[src/rtl/axi_lite_pkg.sv]
// Shared AXI4-Lite response codes plus the LED GPIO register map and CTRL bit positions.
package axi_lite_pkg;

   typedef logic [1:0] resp_t;

   localparam resp_t RESP_OKAY   = 2'b00;
   localparam resp_t RESP_SLVERR = 2'b10;

   localparam logic [2:0] OFF_LEDG   = 3'd0;
   localparam logic [2:0] OFF_LEDR   = 3'd1;
   localparam logic [2:0] OFF_CTRL   = 3'd2;
   localparam logic [2:0] OFF_PERIOD = 3'd3;
   localparam logic [2:0] OFF_ID     = 3'd4;

   localparam int CTRL_BLINK_EN = 0;
   localparam int CTRL_INVERT   = 1;

   function automatic logic [31:0] merge_strb(input logic [31:0] old_val,
                                              input logic [31:0] new_val,
                                              input logic [3:0]  strb);
      logic [31:0] merged;
      for (int b = 0; b < 4; b++) begin
         merged[8*b +: 8] = strb[b] ? new_val[8*b +: 8] : old_val[8*b +: 8];
      end
      return merged;
   endfunction

endpackage

[src/rtl/led_blink_timer.sv]
// Free-running blink phase generator: phase toggles every `period` cycles while enabled,
// and sits at 1 whenever blinking is disabled or the period is zero.
module led_blink_timer (
   input  logic        clk,
   input  logic        rst_n,
   input  logic        enable,
   input  logic [31:0] period,
   input  logic        restart,
   output logic        phase
);

   logic [31:0] cnt_q, cnt_d;
   logic        phase_q, phase_d;
   logic        active;
   logic        wrap;

   // A restart only rewinds the count; a wrap landing on the same cycle still toggles.
   always_comb begin
      active  = enable && (period != 32'd0);
      wrap    = active && (cnt_q == period - 32'd1);
      cnt_d   = cnt_q;
      phase_d = phase_q;
      if (!active) begin
         cnt_d   = 32'd0;
         phase_d = 1'b1;
      end else begin
         if (wrap) phase_d = ~phase_q;
         cnt_d = (wrap || restart) ? 32'd0 : cnt_q + 32'd1;
      end
   end

   always_ff @(posedge clk or negedge rst_n) begin
      if (!rst_n) begin
         cnt_q   <= 32'd0;
         phase_q <= 1'b1;
      end else begin
         cnt_q   <= cnt_d;
         phase_q <= phase_d;
      end
   end

   assign phase = phase_q;

endmodule

[src/rtl/axi_lite_led_gpio.sv]
// AXI4-Lite slave holding the LED registers, blink control and ID, driving registered
// LEDG/LEDR pins through a blink/invert output stage.
module axi_lite_led_gpio
   import axi_lite_pkg::*;
#(
   parameter int          ADDR_W    = 32,
   parameter logic [31:0] BLINK_RST = 32'd25_000_000,
   parameter logic [31:0] ID_VAL    = 32'h4C45_4401
) (
   input  logic              ACLK,
   input  logic              ARESETN,
   input  logic [ADDR_W-1:0] AWADDR,
   input  logic              AWVALID,
   output logic              AWREADY,
   input  logic [31:0]       WDATA,
   input  logic [3:0]        WSTRB,
   input  logic              WVALID,
   output logic              WREADY,
   output logic [1:0]        BRESP,
   output logic              BVALID,
   input  logic              BREADY,
   input  logic [ADDR_W-1:0] ARADDR,
   input  logic              ARVALID,
   output logic              ARREADY,
   output logic [31:0]       RDATA,
   output logic [1:0]        RRESP,
   output logic              RVALID,
   input  logic              RREADY,
   output logic [8:0]        LEDG,
   output logic [17:0]       LEDR
);

   logic        aw_pend_q, aw_pend_d;
   logic [2:0]  aw_idx_q, aw_idx_d;
   logic        w_pend_q, w_pend_d;
   logic [31:0] w_data_q, w_data_d;
   logic [3:0]  w_strb_q, w_strb_d;
   logic        awready_q, awready_d;
   logic        wready_q, wready_d;
   logic        bvalid_q, bvalid_d;
   resp_t       bresp_q, bresp_d;
   logic        arready_q, arready_d;
   logic        rvalid_q, rvalid_d;
   logic [31:0] rdata_q, rdata_d;
   resp_t       rresp_q, rresp_d;
   logic [8:0]  ledg_reg_q, ledg_reg_d;
   logic [17:0] ledr_reg_q, ledr_reg_d;
   logic [1:0]  ctrl_q, ctrl_d;
   logic [31:0] period_q, period_d;
   logic [8:0]  ledg_q, ledg_d;
   logic [17:0] ledr_q, ledr_d;

   logic        aw_hs, w_hs, ar_hs;
   logic [2:0]  wr_idx, rd_idx;
   logic [31:0] wr_data, wr_merged;
   logic [3:0]  wr_strb;
   logic        restart;
   logic        phase;
   logic        unused_addr_bits;

   assign unused_addr_bits = ^{AWADDR[ADDR_W-1:5], AWADDR[1:0], ARADDR[ADDR_W-1:5], ARADDR[1:0]};

   function automatic logic [31:0] reg_value(input logic [2:0]  idx,
                                             input logic [8:0]  ledg_r,
                                             input logic [17:0] ledr_r,
                                             input logic [1:0]  ctrl_r,
                                             input logic [31:0] period_r);
      case (idx)
         OFF_LEDG:   return {23'd0, ledg_r};
         OFF_LEDR:   return {14'd0, ledr_r};
         OFF_CTRL:   return {30'd0, ctrl_r};
         OFF_PERIOD: return period_r;
         OFF_ID:     return ID_VAL;
         default:    return 32'd0;
      endcase
   endfunction

   // Write path: either half may arrive first; the commit uses whichever halves are latched
   // and whichever are handshaking this cycle, so a same-cycle AW+W commits immediately.
   always_comb begin
      aw_hs      = AWVALID && awready_q;
      w_hs       = WVALID && wready_q;
      wr_idx     = aw_pend_q ? aw_idx_q : AWADDR[4:2];
      wr_data    = w_pend_q ? w_data_q : WDATA;
      wr_strb    = w_pend_q ? w_strb_q : WSTRB;
      wr_merged  = merge_strb(reg_value(wr_idx, ledg_reg_q, ledr_reg_q, ctrl_q, period_q),
                              wr_data, wr_strb);
      aw_pend_d  = aw_pend_q;
      aw_idx_d   = aw_idx_q;
      w_pend_d   = w_pend_q;
      w_data_d   = w_data_q;
      w_strb_d   = w_strb_q;
      bvalid_d   = bvalid_q;
      bresp_d    = bresp_q;
      ledg_reg_d = ledg_reg_q;
      ledr_reg_d = ledr_reg_q;
      ctrl_d     = ctrl_q;
      period_d   = period_q;
      restart    = 1'b0;

      if (bvalid_q && BREADY) bvalid_d = 1'b0;

      if ((aw_pend_q || aw_hs) && (w_pend_q || w_hs)) begin
         aw_pend_d = 1'b0;
         w_pend_d  = 1'b0;
         bvalid_d  = 1'b1;
         bresp_d   = RESP_OKAY;
         case (wr_idx)
            OFF_LEDG:   ledg_reg_d = wr_merged[8:0];
            OFF_LEDR:   ledr_reg_d = wr_merged[17:0];
            OFF_CTRL: begin
               ctrl_d  = wr_merged[1:0];
               restart = 1'b1;
            end
            OFF_PERIOD: begin
               period_d = wr_merged;
               restart  = 1'b1;
            end
            default:    bresp_d = RESP_SLVERR;
         endcase
      end else begin
         if (aw_hs) begin
            aw_pend_d = 1'b1;
            aw_idx_d  = AWADDR[4:2];
         end
         if (w_hs) begin
            w_pend_d = 1'b1;
            w_data_d = WDATA;
            w_strb_d = WSTRB;
         end
      end

      awready_d = !aw_pend_d && !bvalid_d;
      wready_d  = !w_pend_d && !bvalid_d;
   end

   // Read path samples the pre-write register values, so a same-cycle write is not visible.
   always_comb begin
      ar_hs    = ARVALID && arready_q;
      rd_idx   = ARADDR[4:2];
      rvalid_d = rvalid_q;
      rdata_d  = rdata_q;
      rresp_d  = rresp_q;
      if (ar_hs) begin
         rvalid_d = 1'b1;
         rdata_d  = reg_value(rd_idx, ledg_reg_q, ledr_reg_q, ctrl_q, period_q);
         rresp_d  = (rd_idx <= OFF_ID) ? RESP_OKAY : RESP_SLVERR;
      end else if (rvalid_q && RREADY) begin
         rvalid_d = 1'b0;
      end
      arready_d = !rvalid_d;
   end

   always_comb begin
      ledg_d = (ledg_reg_q & {9{phase}}) ^ {9{ctrl_q[CTRL_INVERT]}};
      ledr_d = (ledr_reg_q & {18{phase}}) ^ {18{ctrl_q[CTRL_INVERT]}};
   end

   always_ff @(posedge ACLK or negedge ARESETN) begin
      if (!ARESETN) begin
         aw_pend_q  <= 1'b0;
         aw_idx_q   <= 3'd0;
         w_pend_q   <= 1'b0;
         w_data_q   <= 32'd0;
         w_strb_q   <= 4'd0;
         awready_q  <= 1'b0;
         wready_q   <= 1'b0;
         bvalid_q   <= 1'b0;
         bresp_q    <= RESP_OKAY;
         arready_q  <= 1'b0;
         rvalid_q   <= 1'b0;
         rdata_q    <= 32'd0;
         rresp_q    <= RESP_OKAY;
         ledg_reg_q <= 9'd0;
         ledr_reg_q <= 18'd0;
         ctrl_q     <= 2'd0;
         period_q   <= BLINK_RST;
         ledg_q     <= 9'd0;
         ledr_q     <= 18'd0;
      end else begin
         aw_pend_q  <= aw_pend_d;
         aw_idx_q   <= aw_idx_d;
         w_pend_q   <= w_pend_d;
         w_data_q   <= w_data_d;
         w_strb_q   <= w_strb_d;
         awready_q  <= awready_d;
         wready_q   <= wready_d;
         bvalid_q   <= bvalid_d;
         bresp_q    <= bresp_d;
         arready_q  <= arready_d;
         rvalid_q   <= rvalid_d;
         rdata_q    <= rdata_d;
         rresp_q    <= rresp_d;
         ledg_reg_q <= ledg_reg_d;
         ledr_reg_q <= ledr_reg_d;
         ctrl_q     <= ctrl_d;
         period_q   <= period_d;
         ledg_q     <= ledg_d;
         ledr_q     <= ledr_d;
      end
   end

   led_blink_timer u_blink (
      .clk     (ACLK),
      .rst_n   (ARESETN),
      .enable  (ctrl_q[CTRL_BLINK_EN]),
      .period  (period_q),
      .restart (restart),
      .phase   (phase)
   );

   assign AWREADY = awready_q;
   assign WREADY  = wready_q;
   assign BVALID  = bvalid_q;
   assign BRESP   = bresp_q;
   assign ARREADY = arready_q;
   assign RVALID  = rvalid_q;
   assign RDATA   = rdata_q;
   assign RRESP   = rresp_q;
   assign LEDG    = ledg_q;
   assign LEDR    = ledr_q;

endmodule

[config.mk]
export PLATFORM = sky130hd
export DESIGN_NAME = axi_lite_led_gpio
export DESIGN_NICKNAME = d
export VERILOG_FILES = /design/src/rtl/axi_lite_pkg.sv /design/src/rtl/led_blink_timer.sv /design/src/rtl/axi_lite_led_gpio.sv
export SDC_FILE = /design/constraint.sdc
export NUM_CORES = 1
export LEC_CHECK = 0
export ABC_AREA = 1
export CELL_PAD_IN_SITES_DETAIL_PLACEMENT = 2
export CELL_PAD_IN_SITES_GLOBAL_PLACEMENT = 2
export CORE_MARGIN = 2
export CORE_UTILIZATION = 34
export DETAILED_ROUTE_END_ITERATION = 7
export GPL_TIMING_DRIVEN = 0
export HOLD_SLACK_MARGIN = 0.06
export PLACE_DENSITY_LB_ADDON = 0.1
export SLEW_MARGIN = 10
export SYNTH_ARGS = -nofsm -noshare
export SYNTH_HDL_FRONTEND = slang
export SYNTH_SLANG_ARGS = --single-unit
[constraint.sdc]
create_clock -name ACLK -period 3.11 [get_ports ACLK]
set_input_delay 0.622 -clock ACLK [delete_from_list [all_inputs] [get_ports ACLK]]
set_output_delay 0.622 -clock ACLK [all_outputs]
set_load 0.02 [all_outputs]
==> impl_results.md <==
- Seq/Total Area, Yosys: between 40% and 50%
- Kind of cell adding the most delay to the critical path: simple AND/OR/NAND/NOR gates
- Worst r2r src: period_q[15]
- Setup WS post-layout: approximately 0.17 ns
- Number of global-route vias before repair: 11217
- Dpl hpwl: between 30000 and 40000 um
- CTS Root Cell: clkbuf_16
- Total of max-cap violations: 0
- Initial antenna violation count: 2
- Final Setup Violations: 0
- Clock Latency Late Sink: 0.55 ns
- Post-CTS Setup Bufs: 0
- Yosys Warn Count: 0
- Mean Syn Cell Area: 7.80 um2
- Die X: approximately 180 um
- Mean routed wirelength per cell: ~22 um
- Post-Synthesis Cells: between 1000 and 1500
- EDFF count, synth: 0
- Depth of the most critical reg-to-reg path: 11
- Drt initial violations: approximately 580
- Crit-path max cell delay: slightly above 0.5 ns
- Die area: 33500 um2
- Via density: 5.27
- Num ports: around 180
- Hold EP: w_data_q[27]
- R2r endpoint: u_blink.cnt_q[30]
- Critical Path Most Common Cell: nor2_1
- Largest net degree at the start of global routing: 99
- Final nets: 1651
- Post-Route Skew: about 0.012 ns
- GPL Wtd Cong: ~0.87
- Cell Rows: 65
- Vias post-DR: between 10000 and 15000
- Layout fillers: 3606
- Final core occ: 42.5%
- Synth Register Bits: ~200
- R2r setup slk: 0.17 ns
- Most common cell after layout, fill and taps aside: nand2_1
- Endpoint arrival time on the critical path: ~3.4 ns
- Fin cells: 1963
- Antenna viol nets, final: 0
- Period utilization: 94.5%
- First-pass DRT Iterations: 4
- DRT Wirelength: about 43000 um
- Critical path required time: ~3.5 ns
- Final Hold Viols: 0
- Crit Path Class: reg2reg
- Layout cells sized above 1: 8.97%
- Highest-count cells in the layout ignoring fill and taps: nand2_1, dfrtp_1, inv_1, nor2_1, o21ai_0
- Status: completed
- Drt drc: 0
- Buffer levels on the longest clock path: 3
- Crit. End Element: register
- Clock Pin Slew Worst Setup and Hold Paths: 0.06 ns
- Critical path buffer and inverter count: 2
- Peak VDD IR: about 0.42 mV
- CP Max Fanout: 10
- Slew Viols, Final: 0
- P&R area growth vs syn: 23.1%
- Clock H-tree levels: 1
- Hold Crit Start: w_data_q[27]
- Slowest-stage cell, CP: dfrtp_1
- Async S/R FF share, synth: 100%
- Maximum clock frequency: 0.340 GHz
- First-pass GRT wire length: approximately 67000 um
- Core Footprint: about 32000 um2
- Crit path time final: approximately 2.9 ns
- Leakage: between 0.006 and 0.007 uW
- Slew at the pin with the worst max-slew slack: 1.06 ns
- PwrDens: 944 nW/um2
- Setup Slack @ Placement: -0.214 ns
- Initial core utilization: 34.5%
- Hold path cells: 2
- HP Class: reg2reg
- Most common flop cell mapped by yosys: dfrtp_1
- Fin Hold WS: 0.486 ns
- Overall routing resource usage: roughly a quarter
- Cell chain of the critical path: nor2_1, nand2_1, nor2_2, inv_1, nor2_1, nand2_1, nor4_4, nor2_1, clkbuf_1, o211ai_1, nor2_1
- N_diodes: 0
- Post-placement cell count: between 1500 and 2000
- CTS tree: built
- Port Buffers: approximately 110
- Mapped Area: around 11000 um2
- Post-route setup TNS: 0 ns
- Sink Count: about 200
- Slew margin rel.: between 20% and 30%
- Crit. path cell count: 11
- Yosys cell types: 53
- CTS Buf Count: 25
- Die height: 183 um
- Total congestion overflow: 0
- Startpoint Class: register
==> Yosys cell counts (all sizes together), types with 15 or more instances <==
cell    number  area share (%)
nand2      394              14
dfrtp      188              43
nor2       166             6.7
inv        147             5.1
o21ai      140             6.5
nand3       71             3.5
xor2        46             3.7
o211ai      35             2.4
clkbuf      33             1.1
a21oi       25             1.2
nand4       17            0.98
a22oi       15             1.0
==> stage by stage <==
| stage | power (uW) | instance area [um2] |
|---|---|---|
| after floorplan | 7460 | 10900 |
| after global placement | 9540 | 12500 |
| after detailed placement | 9820 | 12600 |
| after CTS | 12800 | 13400 |
| after global routing | 13500 | 13400 |
| final | 12700 | 13400 |
==> tightest hold or removal path, cell delays in order, from the launching register on <==
cell and delay, ns:
dfrtp_1 0.34, nand2_1 0.05, o21ai_0 0.06
==> layer usage <==
layer	share of wire, %	vias to the layer above	track usage, %
met5	0	-	0
met4	1.3	0	4.35
met3	4.7	34	3.40
met2	45	206	42.0
met1	49	5263	38.1
li1	-	4841	-
==> flip-flops by register name, indices dropped and copies added (netlist names), 2 cells and up <==
| register | cells |
|---|---|
| w_strb_q | 4 |
| RDATA | 32 |
| ledr_reg_q | 18 |
| aw_idx_q | 3 |
| w_data_q | 32 |
| period_q | 32 |
| ledg_reg_q | 9 |
| u_blink.cnt_q | 32 |
| ctrl_q | 2 |
| LEDG | 9 |
| LEDR | 18 |
==> cell type report <==
type                            instances  area (um2)  share of cell area [%]
Multi-Input combinational cell       1003        5090                    38.0
Sequential cell                       201        5050                    37.6
Timing Repair Buffer                  116        1200                    8.96
Clock buffer                           40         742                    5.53
Inverter                              150         567                    4.23
Tap cell                              402         503                    3.75
Buffer                                 45         216                    1.61
Clock inverter                          6        45.0                   0.336
==> cell families (layout without fill, tap and decap cells) <==
kind of cell	count (synthesis)	after routing	share of synthesized area, %
mux	11	11	1.14
flops	201	201	46.3
xor+xnor	59	59	4.74
simple gates	681	681	27.0
other cells	1	2	0.0344
compound gates	248	248	13.3
fa+ha+maj	2	2	0.230
buf+inv	195	357	7.18
==> worst max-delay path by stage <==
stage / start / endpoint / slack, ns
CTS: period_q[0] / u_blink.cnt_q[30] / 0.03
floorplan: period_q[0] / u_blink.cnt_q[12] / 0.97
global route: period_q[15] / u_blink.cnt_q[30] / -0.08
global placement: ARESETN / w_data_q[29] / -7.66
detailed placement: period_q[0] / u_blink.cnt_q[22] / -0.21
finish: period_q[15] / u_blink.cnt_q[30] / 0.17
==> power by group <==
group	internal (uW)	leakage (uW)	switching, uW	total [uW]
sequential	3600	0.00250	904	4510
combinational	1800	0.00322	3520	5320
clock	1640	0.000391	1200	2840
total	7040	0.00611	5630	12700
==> timing repair <==
item | 4_1_cts | 5_1_grt
setup endpoints to repair | 31 | 20
endpoints found under the hold margin | 35 | 0
hold buffers | 1 | 0
pin swaps | 0 | 1
resized for setup | 2 | 2
(Power assumes the default switching activity.)
